File: config.mk
export PLATFORM = sky130hd
export DESIGN_NAME = mc_controller
export DESIGN_NICKNAME = d
export VERILOG_FILES = /design/src/rtl/mc_controller.sv
export SDC_FILE = /design/constraint.sdc
export NUM_CORES = 1
export LEC_CHECK = 0
export CORE_ASPECT_RATIO = 0.9
export CORE_UTILIZATION = 33
export CTS_CLUSTER_DIAMETER = 80
export DETAILED_ROUTE_END_ITERATION = 16
export GPL_ROUTABILITY_DRIVEN = 0
export PLACE_DENSITY = 0.74
export SKIP_CTS_REPAIR_TIMING = 1
export SLEW_MARGIN = 0
export SYNTH_ARGS = -nofsm -noshare
export SYNTH_HDL_FRONTEND = slang
export SYNTH_SLANG_ARGS = --single-unit
File: constraint.sdc
create_clock -name clk -period 1.54 [get_ports clk]
set_clock_uncertainty 0.15 [all_clocks]
set_input_delay 0.308 -clock clk [delete_from_list [all_inputs] [get_ports clk]]
set_output_delay 0.308 -clock clk [all_outputs]
set_load 0.005 [all_outputs]
File: src/rtl/mc_controller.sv
// rtl/mc_controller.sv - RV32I multicycle control FSM (lw, sw, R/I ALU, beq, jal)
// Optional HALT state and illegal output enabled by defining MC_ILLEGAL_TRAP_EN.
module mc_controller (
  input  logic       clk,
  input  logic       reset,
  input  logic [6:0] op,
  input  logic [2:0] funct3,
  input  logic       funct7b5,
  input  logic       zero,
  output logic       pc_write,
  output logic       adr_src,
  output logic       mem_write,
  output logic       ir_write,
  output logic [1:0] result_src,
  output logic [2:0] alu_control,
  output logic [1:0] alu_src_a,
  output logic [1:0] alu_src_b,
  output logic [1:0] imm_src,
  output logic       reg_write
`ifdef MC_ILLEGAL_TRAP_EN
  ,
  output logic       illegal
`endif
);

  localparam logic [6:0] OP_LW   = 7'b0000011;
  localparam logic [6:0] OP_SW   = 7'b0100011;
  localparam logic [6:0] OP_R    = 7'b0110011;
  localparam logic [6:0] OP_I    = 7'b0010011;
  localparam logic [6:0] OP_BEQ  = 7'b1100011;
  localparam logic [6:0] OP_JAL  = 7'b1101111;

  typedef enum logic [3:0] {
    S_FETCH, S_DECODE, S_MEMADR, S_MEMREAD, S_MEMWB, S_MEMWRITE,
    S_EXECUTER, S_EXECUTEI, S_ALUWB, S_BEQ, S_JAL
`ifdef MC_ILLEGAL_TRAP_EN
    , S_HALT
`endif
  } state_t;

  state_t     state;
  logic [1:0] alu_op;

  always_ff @(posedge clk or posedge reset) begin
    if (reset) begin
      state <= S_FETCH;
    end else begin
      case (state)
        S_FETCH:    state <= S_DECODE;
        S_DECODE: begin
          case (op)
            OP_LW, OP_SW: state <= S_MEMADR;
            OP_R:         state <= S_EXECUTER;
            OP_I:         state <= S_EXECUTEI;
            OP_BEQ:       state <= S_BEQ;
            OP_JAL:       state <= S_JAL;
`ifdef MC_ILLEGAL_TRAP_EN
            default:      state <= S_HALT;
`else
            default:      state <= S_FETCH;
`endif
          endcase
        end
        // op[5] separates sw (store) from lw inside the memory class
        S_MEMADR:   state <= op[5] ? S_MEMWRITE : S_MEMREAD;
        S_MEMREAD:  state <= S_MEMWB;
        S_EXECUTER: state <= S_ALUWB;
        S_EXECUTEI: state <= S_ALUWB;
        S_JAL:      state <= S_ALUWB;
`ifdef MC_ILLEGAL_TRAP_EN
        S_HALT:     state <= S_HALT;
`endif
        default:    state <= S_FETCH;
      endcase
    end
  end

  always_comb begin
    pc_write   = 1'b0;
    adr_src    = 1'b0;
    mem_write  = 1'b0;
    ir_write   = 1'b0;
    result_src = 2'b00;
    alu_src_a  = 2'b00;
    alu_src_b  = 2'b00;
    reg_write  = 1'b0;
    alu_op     = 2'b00;
`ifdef MC_ILLEGAL_TRAP_EN
    illegal    = 1'b0;
`endif
    case (state)
      S_FETCH: begin
        ir_write   = 1'b1;
        alu_src_b  = 2'b10;
        result_src = 2'b10;
        pc_write   = 1'b1;
      end
      S_DECODE: begin
        alu_src_a = 2'b01;
        alu_src_b = 2'b01;
      end
      S_MEMADR: begin
        alu_src_a = 2'b10;
        alu_src_b = 2'b01;
      end
      S_MEMREAD:  adr_src = 1'b1;
      S_MEMWB: begin
        result_src = 2'b01;
        reg_write  = 1'b1;
      end
      S_MEMWRITE: begin
        adr_src   = 1'b1;
        mem_write = 1'b1;
      end
      S_EXECUTER: begin
        alu_src_a = 2'b10;
        alu_op    = 2'b10;
      end
      S_EXECUTEI: begin
        alu_src_a = 2'b10;
        alu_src_b = 2'b01;
        alu_op    = 2'b10;
      end
      S_ALUWB:    reg_write = 1'b1;
      S_BEQ: begin
        alu_src_a = 2'b10;
        alu_op    = 2'b01;
        pc_write  = zero;
      end
      S_JAL: begin
        alu_src_a = 2'b01;
        alu_src_b = 2'b10;
        pc_write  = 1'b1;
      end
`ifdef MC_ILLEGAL_TRAP_EN
      S_HALT:     illegal = 1'b1;
`endif
      default: ;
    endcase
  end

  always_comb begin
    alu_control = 3'b000;
    case (alu_op)
      2'b01: alu_control = 3'b001;
      2'b10: begin
        case (funct3)
          3'b000:  alu_control = (funct7b5 & op[5]) ? 3'b001 : 3'b000;
          3'b010:  alu_control = 3'b101;
          3'b110:  alu_control = 3'b011;
          3'b111:  alu_control = 3'b010;
          default: alu_control = 3'b000;
        endcase
      end
      default: alu_control = 3'b000;
    endcase
  end

  always_comb begin
    imm_src = 2'b00;
    case (op)
      OP_SW:   imm_src = 2'b01;
      OP_BEQ:  imm_src = 2'b10;
      OP_JAL:  imm_src = 2'b11;
      default: imm_src = 2'b00;
    endcase
  end

endmodule

==> metrics.csv, run 1 <==
metric;value;unit
DR vias;798;
Crit path arrival time;1620;ps
Non-Filler Instances;152;
Clk pin slew, worst setup/hold paths;40;ps
Syn Nets;88;
DP HPWL;1370;um
RSZ-0062 raised after global routing;true;
DRT Wirelength;2590;um
die area;0.00180;mm2
P_leak;0.599;nW
fillers;85;
startpoint type of the worst setup path;flip-flop;
core area;0.00148;mm2
n_diodes;0;
PnR Total Power;899;uW
Die W;44.7;um
combinational group share of total power;68.9;%
Buf+Inv Stages, Crit Path;2;
Crit path required time;1080;ps
crit-path leading delay family;flip-flops;
Top reg by flops;state;
Pint;531;uW
main combinational cell family by area after synthesis;simple AND/OR/NAND/NOR gates;
Fin. Hold Viols;0;
GRT Util Overall;21.6;%
final core utilization;84.9;%
most frequent cells in the layout;buf_4, buf_2, buf_6;
CTS Root Cell;clkbuf_4;
Critical Path End Type;output port;
final hold slack;120;ps
largest cells by area after synthesis;dfrtp_1, nor2_1, nor3b_1, xnor2_1, ha_1;
Seq pwr share;15.5;%
most common cell after layout, fill and taps aside;buf_4;
GRT Residual Overflow;0;
slew at the pin with the worst max-slew slack;273;ps
area fraction in compound gates after synthesis;18.3;%
first-pass GRT wire length;2730;um
CTS buffer count;3;
via density per instance;5.25;
Skew-Pair Late Insertion Delay;250;ps
DRC Markers;0;
H-tree Lvls;1;
Avg Synthesized Cell Area;7.51;um2
DR iter-0 viols;14;
slowest CP cell;dfrtp_2;
Pwr Density;716;mW/mm2
Clock Tree Buf Depth;2;
predominant post-synthesis flop cell;dfrtp_1;
post-route cell area;0.00126;mm2
max incr delay on CP;430;ps
post-synth top area cell;dfrtp_1;
FF+latch count, synth;4;
Cell Area, Synth;541;um2
nets@finish;148;
average wire per standard cell;17.1;um
pre-CTS setup slack;-703;ps
Post-Synth XOR/XNOR Area;6.48;%
PortBufs;29;
CP Cell Sequence;buf_6 > nor2b_4 > nand3_4 > ha_4 > nor2b_1 > o21ai_1 > a21oi_1 > buf_2;
post-synthesis mux area share;0;%
Tmin final;2070;ps
Max Slew Vio Count;0;
Netlist cell types;33;
asr flop ratio synth;100;%
Setup-failing EPs final;15;
MaxCap Viol Count;0;
Clock Sink Count;4;
CTS tree;yes;
die height;40.4;um
PnR worst setup slack;-534;ps
drt pass-1 iters;3;
Slew Limit Headroom;81.7;%
Switching Share;41.0;%
Area Overhead vs Synth;132;%
max FFs per register;4;
number of synthesized flops with an enable pin;0;
Inst Count DP;134;
Net Sw Power;368;uW
setup tns final;-5560;ps
largest registers;state (4);
initial antenna violation count;0;
sequential share of the synthesized area;18.5;%
vias in the first global route;653;
CP Class;flip-flop to output port;
Initial Util;36.5;%
clock share of power;15.6;%
largest net degree at the start of global routing;17;
outcome;finished with violations;
placed inst area;0.00102;mm2
failing checks;setup timing;
share of cells above drive strength 1;62.3;%
synthesized-area fraction occupied by and/or/nand/nor cells;43.1;%
DRT antenna net count;0;
min-delay worst type;primary input to async pin;
Row Count;13;
f_max;482;MHz
Crit Path Max Fanout;4;
# IOs;30;
Synth Area in Adders;4.63;%
Syn. warnings;0;
post-route clock period utilization;135;%
top cell type's share of synthesized area;18.5;%
VDD IR-drop max;0.000507;V
Syn Inst Count;72;
[cells in the mapped netlist (2+ instances only)]
| library cell | instances |
|---|---|
| nor2b_1 | 3 |
| inv_1 | 5 |
| buf_4 | 2 |
| ha_1 | 2 |
| buf_2 | 3 |
| a21boi_1 | 2 |
| nor3b_1 | 4 |
| nor4_1 | 2 |
| nand3_1 | 2 |
| xnor2_1 | 3 |
| o21ai_0 | 3 |
| dfrtp_1 | 4 |
| nor3_1 | 4 |
| nand4b_1 | 2 |
| nor2_1 | 8 |
| nand2_1 | 2 |
| nand2b_1 | 3 |
| a21oi_1 | 3 |
[metal layers]
layer / vias to the layer above / track usage, % / share of wire, % / wire, um
li1: 375 / - / - / -
met1: 385 / 24.0 / 39 / 1010
met2: 29 / 39.7 / 55 / 1420
met3: 9 / 3.15 / 3.2 / 82
met4: 0 / 12.9 / 3.2 / 82
met5: - / 0 / 0 / 0
[logic make-up (layout without fill, tap and decap cells)]
family	Yosys count	count (layout)
flops	4	4
compound gates	15	15
buf+inv	10	68
xor+xnor	4	4
fa+ha+maj	2	2
simple gates	37	37
[final cells by class]
cell class	count	area, um2	area share [%]
clock buffers	3	22.5	1.79
inverters	5	18.8	1.49
multi-input cells	58	573	45.6
flip-flops and latches	4	101	8.07
well taps	22	27.5	2.19
repair buffers	60	513	40.8
[worst paths after layout]
check	startpoint	to	slack (ps)	cells past startpoint
worst min-delay path	reset	state[0]$_DFF_PP0_	120	2
worst min register to register	state[3]$_DFF_PP0_	state[0]$_DFF_PP0_	430	2
max in group asynchronous	reset	state[1]$_DFF_PP0_	940	2
worst max-delay path	state[1]$_DFF_PP0_	alu_control[0]	-530	8
min in group clk	op[4]	state[2]$_DFF_PP0_	340	4
worst max register to register	state[2]$_DFF_PP0_	state[3]$_DFF_PP0_	-40	5
[power groups by stage]
| stage | Combinational [mW] | Sequential (mW) | Clock, mW |
|---|---|---|---|
| floorplan | 0.243 | 0.144 | 0 |
| global placement | 0.532 | 0.132 | 0 |
| detailed placement | 0.544 | 0.135 | 0 |
| CTS | 0.543 | 0.134 | 0.135 |
| global route | 0.651 | 0.139 | 0.146 |
| finish | 0.619 | 0.140 | 0.140 |
[worst reg2reg max path: cells and delay by family (launching register included)]
kind | cells | cell delay (ps)
buf+inv | 2 | 300
simple gates | 1 | 380
compound gates | 2 | 300
flops | 1 | 390
Power figures use the tool's default switching activity.
==> run 2: changes to the inputs <==
Settings changed: CAP_MARGIN set to 10.
==> results of run 2 <==
The final DEF is identical to that of run 1; final timing and power are the same.
